File: src/rtl/tmds_multich_encoder.sv
// tmds_multich_encoder
// NUM_CH-lane TMDS symbol encoder for DVI/HDMI transmit. Each lane produces
// 8b/10b video symbols with DC balancing, 2b/10b control symbols, TERC4
// data-island symbols, or video/data-island guard-band symbols. All lanes
// share one mode and one fixed pipeline: stage 0 captures the inputs,
// stage 1 transition-minimises the video byte, stage 2 counts the ones of the
// minimised word, and stage 3 selects the output symbol and updates the
// per-lane running disparity.
//
// Interface timing: there is no valid/ready handshake and no stall. Every
// input sampled at clock edge N (including mode) is reflected on tmds_out
// after edge N+3. Symbols that are not backed by a post-reset sample are
// driven as all-zero.
module tmds_multich_encoder #(
    parameter int NUM_CH = 3
) (
    input  logic                   clk,
    input  logic                   rst,
    input  logic [2:0]             mode_in,
    input  logic [NUM_CH*8-1:0]    data_in,
    input  logic [NUM_CH*4-1:0]    terc4_in,
    input  logic [NUM_CH*2-1:0]    ctrl_in,
    output logic [NUM_CH*10-1:0]   tmds_out
);

    typedef enum logic [2:0] {
        MODE_CTRL   = 3'd0,
        MODE_VIDEO  = 3'd1,
        MODE_TERC4  = 3'd2,
        MODE_VGUARD = 3'd3,
        MODE_DGUARD = 3'd4
    } mode_e;

    // Guard-band symbols (bit 0 is transmitted first).
    localparam logic [9:0] SYM_GUARD_A = 10'b1011001100;
    localparam logic [9:0] SYM_GUARD_B = 10'b0100110011;

    // ------------------------------------------------------------------
    // Symbol tables and per-lane arithmetic
    // ------------------------------------------------------------------

    function automatic logic [9:0] ctrl_sym(input logic [1:0] c);
        logic [9:0] s;
        case (c)
            2'b00:   s = 10'b1101010100;
            2'b01:   s = 10'b0010101011;
            2'b10:   s = 10'b0101010100;
            default: s = 10'b1010101011;
        endcase
        return s;
    endfunction

    function automatic logic [9:0] terc4_sym(input logic [3:0] nib);
        logic [9:0] s;
        case (nib)
            4'h0:    s = 10'b1010011100;
            4'h1:    s = 10'b1001100011;
            4'h2:    s = 10'b1011100100;
            4'h3:    s = 10'b1011100010;
            4'h4:    s = 10'b0101110001;
            4'h5:    s = 10'b0100011110;
            4'h6:    s = 10'b0110001110;
            4'h7:    s = 10'b0100111100;
            4'h8:    s = 10'b1011001100;
            4'h9:    s = 10'b0100111001;
            4'hA:    s = 10'b0110011100;
            4'hB:    s = 10'b1011000110;
            4'hC:    s = 10'b1010001110;
            4'hD:    s = 10'b1001110001;
            4'hE:    s = 10'b0101100011;
            default: s = 10'b1011000011;
        endcase
        return s;
    endfunction

    function automatic logic [3:0] popcount8(input logic [7:0] v);
        logic [3:0] acc;
        acc = 4'd0;
        for (int i = 0; i < 8; i++) begin
            acc = acc + {3'b000, v[i]};
        end
        return acc;
    endfunction

    // Transition minimisation: XOR chain, or XNOR chain when the byte is
    // ones-heavy (ties broken by bit 0). Bit 8 records which chain was used.
    function automatic logic [8:0] minimise(input logic [7:0] d);
        logic [3:0] n1;
        logic       dec1;
        logic [8:0] q;
        n1   = popcount8(d);
        dec1 = (n1 > 4'd4) || ((n1 == 4'd4) && !d[0]);
        q    = 9'd0;
        q[0] = d[0];
        for (int i = 1; i < 8; i++) begin
            q[i] = q[i-1] ^ d[i] ^ dec1;
        end
        q[8] = ~dec1;
        return q;
    endfunction

    // DC-balancing step: picks whether to invert the minimised byte based on
    // the sign of the running count and the ones-count of the byte, and
    // returns {symbol, next count}. The count is 5-bit two's complement and
    // wraps modulo 32.
    function automatic logic [14:0] video_step(input logic [8:0] qm,
                                               input logic [3:0] n,
                                               input logic [4:0] cnt);
        logic [4:0] n2;
        logic [4:0] cnt_nx;
        logic [9:0] sym;
        logic       q8;
        logic       cnt_pos;
        logic       cnt_neg;
        q8      = qm[8];
        n2      = {n, 1'b0};
        cnt_neg = cnt[4];
        cnt_pos = !cnt[4] && (cnt != 5'd0);
        if ((cnt == 5'd0) || (n == 4'd4)) begin
            sym    = {~q8, q8, qm[7:0] ^ {8{~q8}}};
            cnt_nx = q8 ? (cnt + n2 - 5'd8) : (cnt + 5'd8 - n2);
        end else if ((cnt_pos && (n > 4'd4)) || (cnt_neg && (n < 4'd4))) begin
            sym    = {1'b1, q8, ~qm[7:0]};
            cnt_nx = cnt + {3'b000, q8, 1'b0} + 5'd8 - n2;
        end else begin
            sym    = {1'b0, q8, qm[7:0]};
            cnt_nx = cnt - {3'b000, ~q8, 1'b0} + n2 - 5'd8;
        end
        return {sym, cnt_nx};
    endfunction

    // ------------------------------------------------------------------
    // Stage 0: input capture; out-of-range modes collapse to CTRL
    // ------------------------------------------------------------------
    logic                 s0_vld_d,   s0_vld_q;
    mode_e                s0_mode_d,  s0_mode_q;
    logic [NUM_CH*8-1:0]  s0_data_d,  s0_data_q;
    logic [NUM_CH*4-1:0]  s0_terc4_d, s0_terc4_q;
    logic [NUM_CH*2-1:0]  s0_ctrl_d,  s0_ctrl_q;

    // Normalise mode and forward raw lane data into stage 0.
    always_comb begin
        s0_vld_d   = 1'b1;
        s0_mode_d  = (mode_in > 3'd4) ? MODE_CTRL : mode_e'(mode_in);
        s0_data_d  = data_in;
        s0_terc4_d = terc4_in;
        s0_ctrl_d  = ctrl_in;
    end

    // Stage 0 registers; reset leaves an invalid CTRL bubble.
    always_ff @(posedge clk) begin
        if (rst) begin
            s0_vld_q   <= 1'b0;
            s0_mode_q  <= MODE_CTRL;
            s0_data_q  <= '0;
            s0_terc4_q <= '0;
            s0_ctrl_q  <= '0;
        end else begin
            s0_vld_q   <= s0_vld_d;
            s0_mode_q  <= s0_mode_d;
            s0_data_q  <= s0_data_d;
            s0_terc4_q <= s0_terc4_d;
            s0_ctrl_q  <= s0_ctrl_d;
        end
    end

    // ------------------------------------------------------------------
    // Stage 1: transition-minimised 9-bit word per lane
    // ------------------------------------------------------------------
    logic                 s1_vld_d,   s1_vld_q;
    mode_e                s1_mode_d,  s1_mode_q;
    logic [NUM_CH*9-1:0]  s1_qm_d,    s1_qm_q;
    logic [NUM_CH*4-1:0]  s1_terc4_d, s1_terc4_q;
    logic [NUM_CH*2-1:0]  s1_ctrl_d,  s1_ctrl_q;

    // Minimise every lane's byte; side-band fields move along unchanged.
    always_comb begin
        s1_vld_d   = s0_vld_q;
        s1_mode_d  = s0_mode_q;
        s1_terc4_d = s0_terc4_q;
        s1_ctrl_d  = s0_ctrl_q;
        s1_qm_d    = '0;
        for (int k = 0; k < NUM_CH; k++) begin
            s1_qm_d[k*9 +: 9] = minimise(s0_data_q[k*8 +: 8]);
        end
    end

    // Stage 1 registers.
    always_ff @(posedge clk) begin
        if (rst) begin
            s1_vld_q   <= 1'b0;
            s1_mode_q  <= MODE_CTRL;
            s1_qm_q    <= '0;
            s1_terc4_q <= '0;
            s1_ctrl_q  <= '0;
        end else begin
            s1_vld_q   <= s1_vld_d;
            s1_mode_q  <= s1_mode_d;
            s1_qm_q    <= s1_qm_d;
            s1_terc4_q <= s1_terc4_d;
            s1_ctrl_q  <= s1_ctrl_d;
        end
    end

    // ------------------------------------------------------------------
    // Stage 2: ones count of the minimised byte per lane
    // ------------------------------------------------------------------
    logic                 s2_vld_d,   s2_vld_q;
    mode_e                s2_mode_d,  s2_mode_q;
    logic [NUM_CH*9-1:0]  s2_qm_d,    s2_qm_q;
    logic [NUM_CH*4-1:0]  s2_n_d,     s2_n_q;
    logic [NUM_CH*4-1:0]  s2_terc4_d, s2_terc4_q;
    logic [NUM_CH*2-1:0]  s2_ctrl_d,  s2_ctrl_q;

    // Count ones of q[7:0] so stage 3 only has to compare and add.
    always_comb begin
        s2_vld_d   = s1_vld_q;
        s2_mode_d  = s1_mode_q;
        s2_qm_d    = s1_qm_q;
        s2_terc4_d = s1_terc4_q;
        s2_ctrl_d  = s1_ctrl_q;
        s2_n_d     = '0;
        for (int k = 0; k < NUM_CH; k++) begin
            s2_n_d[k*4 +: 4] = popcount8(s1_qm_q[k*9 +: 8]);
        end
    end

    // Stage 2 registers.
    always_ff @(posedge clk) begin
        if (rst) begin
            s2_vld_q   <= 1'b0;
            s2_mode_q  <= MODE_CTRL;
            s2_qm_q    <= '0;
            s2_n_q     <= '0;
            s2_terc4_q <= '0;
            s2_ctrl_q  <= '0;
        end else begin
            s2_vld_q   <= s2_vld_d;
            s2_mode_q  <= s2_mode_d;
            s2_qm_q    <= s2_qm_d;
            s2_n_q     <= s2_n_d;
            s2_terc4_q <= s2_terc4_d;
            s2_ctrl_q  <= s2_ctrl_d;
        end
    end

    // ------------------------------------------------------------------
    // Stage 3: symbol selection and running disparity
    // ------------------------------------------------------------------
    logic [NUM_CH*10-1:0] tmds_d, tmds_q;
    logic [NUM_CH*5-1:0]  cnt_d,  cnt_q;

    // Pick each lane's symbol for the current mode. The disparity count only
    // survives back-to-back VIDEO symbols; any other symbol (including the
    // zero symbols of an unfilled pipeline) clears it.
    always_comb begin
        tmds_d = '0;
        cnt_d  = '0;
        for (int k = 0; k < NUM_CH; k++) begin
            if (s2_vld_q) begin
                case (s2_mode_q)
                    MODE_VIDEO: begin
                        {tmds_d[k*10 +: 10], cnt_d[k*5 +: 5]} =
                            video_step(s2_qm_q[k*9 +: 9], s2_n_q[k*4 +: 4],
                                       cnt_q[k*5 +: 5]);
                    end
                    MODE_TERC4: begin
                        tmds_d[k*10 +: 10] = terc4_sym(s2_terc4_q[k*4 +: 4]);
                    end
                    MODE_VGUARD: begin
                        tmds_d[k*10 +: 10] = ((k % 3) == 1) ? SYM_GUARD_B
                                                            : SYM_GUARD_A;
                    end
                    MODE_DGUARD: begin
                        tmds_d[k*10 +: 10] = (k == 0) ? terc4_sym(s2_terc4_q[3:0])
                                                      : SYM_GUARD_B;
                    end
                    default: begin
                        tmds_d[k*10 +: 10] = ctrl_sym(s2_ctrl_q[k*2 +: 2]);
                    end
                endcase
            end
        end
    end

    // Output symbol and disparity registers.
    always_ff @(posedge clk) begin
        if (rst) begin
            tmds_q <= '0;
            cnt_q  <= '0;
        end else begin
            tmds_q <= tmds_d;
            cnt_q  <= cnt_d;
        end
    end

    assign tmds_out = tmds_q;

endmodule

File: config.mk
export PLATFORM = sky130hd
export DESIGN_NAME = tmds_multich_encoder
export DESIGN_NICKNAME = d
export VERILOG_FILES = /design/src/rtl/tmds_multich_encoder.sv
export SDC_FILE = /design/constraint.sdc
export NUM_CORES = 1
export LEC_CHECK = 0
export ABC_AREA = 1
export BUFFER_PORTS_ARGS = -buffer_cell sky130_fd_sc_hd__buf_2
export CAP_MARGIN = 20
export CORE_MARGIN = 2
export CORE_UTILIZATION = 60
export CTS_CLUSTER_SIZE = 10
export DETAILED_ROUTE_END_ITERATION = 6
export MAX_ROUTING_LAYER = met4
export PLACE_DENSITY = 0.78
export SLEW_MARGIN = 20
export SYNTH_ARGS = -nofsm -noshare
export SYNTH_HDL_FRONTEND = slang
export SYNTH_SLANG_ARGS = --single-unit
File: constraint.sdc
create_clock -name clk -period 4.7 [get_ports clk]
set_clock_uncertainty 0.05 [all_clocks]
set_input_delay 0.705 -clock clk [delete_from_list [all_inputs] [get_ports clk]]
set_output_delay 0.705 -clock clk [all_outputs]
set_load 0.02 [all_outputs]
==> results.md <==
- Worst setup endpoint: s1_qm_q[15]
- RSZ-0062 raised after global routing: false
- CTS tree: built
- Crit path DAT: 4.25 ns
- Area Overhead vs Synth: 11.19%
- Worst r2r dst: s1_qm_q[15]
- Critical path origin: s0_data_q[8]
- Clk sink count: 216
- Outcome: finished, final reports clean
- Worst-Skew Late Latency: around 0.54 ns
- Max H-tree Level: 1
- CTS root buf: clkbuf_16
- Io pins: 77
- Crit path max-delay family: adder cells
- Vias post-DR: 8734
- Maxcap violations: 0
- Bufs and invs on worst path: 2
- Diodes inserted: 0
- Critical Path Stages: 17
- Syn_area_per_cell: roughly 7.9 µm²
- Site Rows: 50
- PwrDens: 390.4 nW/µm²
- Post-Syn Area: 11270 µm²
- Die area: 19890 µm²
- Crit path max-delay cell type: fa_1
- Largest net degree at the start of global routing: 60
- Mapped Cells: around 1.4k
- Total Routing Usage GR: 0.2394
- M2 GR Usage: 0.4003
- Core footprint: 18580 µm²
- Vias in the first global route: 8311
- Final-stage net count: 1690
- WHS: 0.3161 ns
- Cell mode on critical path: nand2_1
- Busiest grt layer: met2
- Share of cells above drive strength 1: 0.1066
- Clk slew on worst S/H paths: around 0.06 ns
- Max IR drop VDD: about 0.3 mV
- CTS Buf Count: 26
- Gpl congestion: 0.9198
- Routed vias/inst: 5.008
- Post_cts resized: 0
- Leakage: roughly 6.4 nW
- Post-synth EDFFs: 0
- Die Y: 141.0 µm
- Yosys reg bits: 216
- Commonest cells in the netlist: 290 x inv_1, 216 x dfxtp_1, 209 x nand2_1, 187 x nor2_1, 93 x ha_1
- Final Max Tran Viols: 0
- Top-area cell type share of the netlist area: 0.3837
- Worst reg2reg path startpoint: s0_data_q[8]
- Initial core utilization: 0.6065
- Crit path kind: reg -> reg
- Final TNS setup: 0 ns
- Initial DRT Pass Iterations: 5
- CTS Hold Buffers Added: 0
- CP Capture Type: register
- DR WL/cell: between 10 and 15 µm
- Largest fanout on the critical path: 6
- Fmax: between 200 and 300 MHz
- Top cell type by total area after synthesis: dfxtp_1
- Max stage delay on crit path: 0.56 ns
- Syn_nets: 1614
- Initial antenna violation count: 0
- Data required time of the critical path: about 5.1 ns
- Initial drt markers: ~470
- Post-route ant nets: 0
- Met3 GRT Util: 0.03023
- First-pass GRT wire length: 38.25 mm
- Yosys cell types: 43
- Max transition margin: 0.5219
- R2r setup slk: roughly 0.87 ns
- Reg2reg path depth: 17
- Ys async rst share: 0
- Final hold viol count: 0
- Most frequent cell after synthesis: inv_1
- Area contributors post-synth: dfxtp_1 38%, ha_1 10%, inv_1 9.7%
- Post-CTS Setup Bufs: 0
- Ys flop type: dfxtp_1
- CP Launch Type: register
- Yosys Warn Count: 0
- Minimum clock period: 3.829 ns
- Max Buffers Root-to-Sink: 3
- Die W: 141.0 µm
- Hpwl dp: 16.89 mm
- DRC: 0
- Worst hold path type: in -> reg
- Routed wire length: ~23 mm
- Finish-stage setup viols: 0
- Remaining global-route overflow: 0
- Tightest Pin Transition: 0.7164 ns
- Input/output buffers: 76
- Seq/Total Area, Yosys: 0.3837
- Met1 Resource Use GR: 0.3103
- Cell breakdown of the critical path: inv_1 > fa_1 > fa_1 > fa_1 > inv_1 > ha_1 > fa_1 > nand3b_1 > nand2_1 > nand2_1 > nand2_1 > nand3_1 > nand2_1 > nand2_1 > nand3_1 > nand2_1 > nor2_1
- Final period utilization: 0.8147
[cell usage in the layout, fill, tap and decap left out, types with 4 or more instances in the layout]
master	Yosys	routed
clkbuf_16	0	26
nand2_4	5	5
nand3b_1	20	20
clkbuf_1	6	4
xnor2_1	13	13
nand2_2	12	12
nand3_2	6	6
nor2_1	187	187
o21ai_0	54	54
ha_1	93	93
fa_1	45	45
a31oi_1	21	21
or2_1	6	6
buf_2	9	75
dfxtp_1	216	216
inv_2	11	11
a21oi_1	60	60
xor2_1	11	11
nor3_1	6	6
nand3_1	87	87
inv_1	290	290
nand2_1	209	209
o21ai_1	10	10
[where the power goes]
| part | leakage, nW | switching, mW | total, mW | internal [mW] |
|---|---|---|---|---|
| clock network | 0.348 | 0.716 | 1.72 | 1.01 |
| logic | 4.29 | 0.671 | 1.12 | 0.453 |
| registers | 1.78 | 0.0812 | 2.04 | 1.96 |
[metal layers]
layer / wire (µm) / vias up
met5: 0 / -
met3: 1082 / 44
li1: - / 4511
met4: 531 / 0
met2: 10650 / 232
met1: 10410 / 3947
[stage by stage]
stage               instances    util  area (µm²)  setup WS, ns  power (mW)
floorplan                1429       -       11270         1.209       2.928
global placement         1711  0.6357       11810         1.081       3.122
detailed placement       1711  0.6357       11810        0.8820       3.182
CTS                      1744  0.6743       12530        0.8698       4.920
global route             1744  0.6743       12530        0.6058       5.192
finish                   1744  0.6743       12530        0.8707       4.892
[worst min path at each step]
stage | cells past startpoint | endpoint | slack, ns | start
final | 3 | s0_terc4_q[8] | 0.32 | terc4_in[8]
after global routing | 3 | s0_ctrl_q[3] | 0.31 | ctrl_in[3]
after CTS | 3 | s0_terc4_q[8] | 0.30 | terc4_in[8]
after detailed placement | 2 | s1_terc4_q[8] | 0.34 | s0_terc4_q[8]
after global placement | 2 | s1_vld_q | 0.34 | s0_vld_q
after floorplan | 2 | s1_ctrl_q[0] | 0.34 | s0_ctrl_q[0]
[worst reg2reg max path, stage by stage, from the launching register on]
cell and delay [ns]:
dfxtp_1 0.38, inv_1 0.10, fa_1 0.56, fa_1 0.43, fa_1 0.49, inv_1 0.04
ha_1 0.19, fa_1 0.42, nand3b_1 0.17, nand2_1 0.12, nand2_1 0.14, nand2_1 0.12
nand3_1 0.14, nand2_1 0.12, nand2_1 0.07, nand3_1 0.07, nand2_1 0.05, nor2_1 0.10
[cell type report]
type | count | area [µm²]
flip-flops and latches | 216 | 4324
clock buffers | 31 | 679.4
clock inverters | 2 | 38.79
fillers | 1556 | 6051
repair buffers | 78 | 397.9
multi-input cells | 876 | 5637
well taps | 234 | 292.8
inverters | 307 | 1160
[logic make-up (layout without fill, tap and decap cells)]
| kind of cell | count (synthesis) | count (layout) | synth area share |
|---|---|---|---|
| and+or+nand+nor | 547 | 547 | 0.2132 |
| buffers and inverters | 337 | 418 | 0.1160 |
| DFF | 216 | 216 | 0.3837 |
| AOI/OAI and AO/OA | 164 | 164 | 0.08084 |
| adders and majority gates | 138 | 138 | 0.1832 |
| xor gates and xnor gates | 27 | 27 | 0.02298 |
Power figures use the tool's default switching activity.
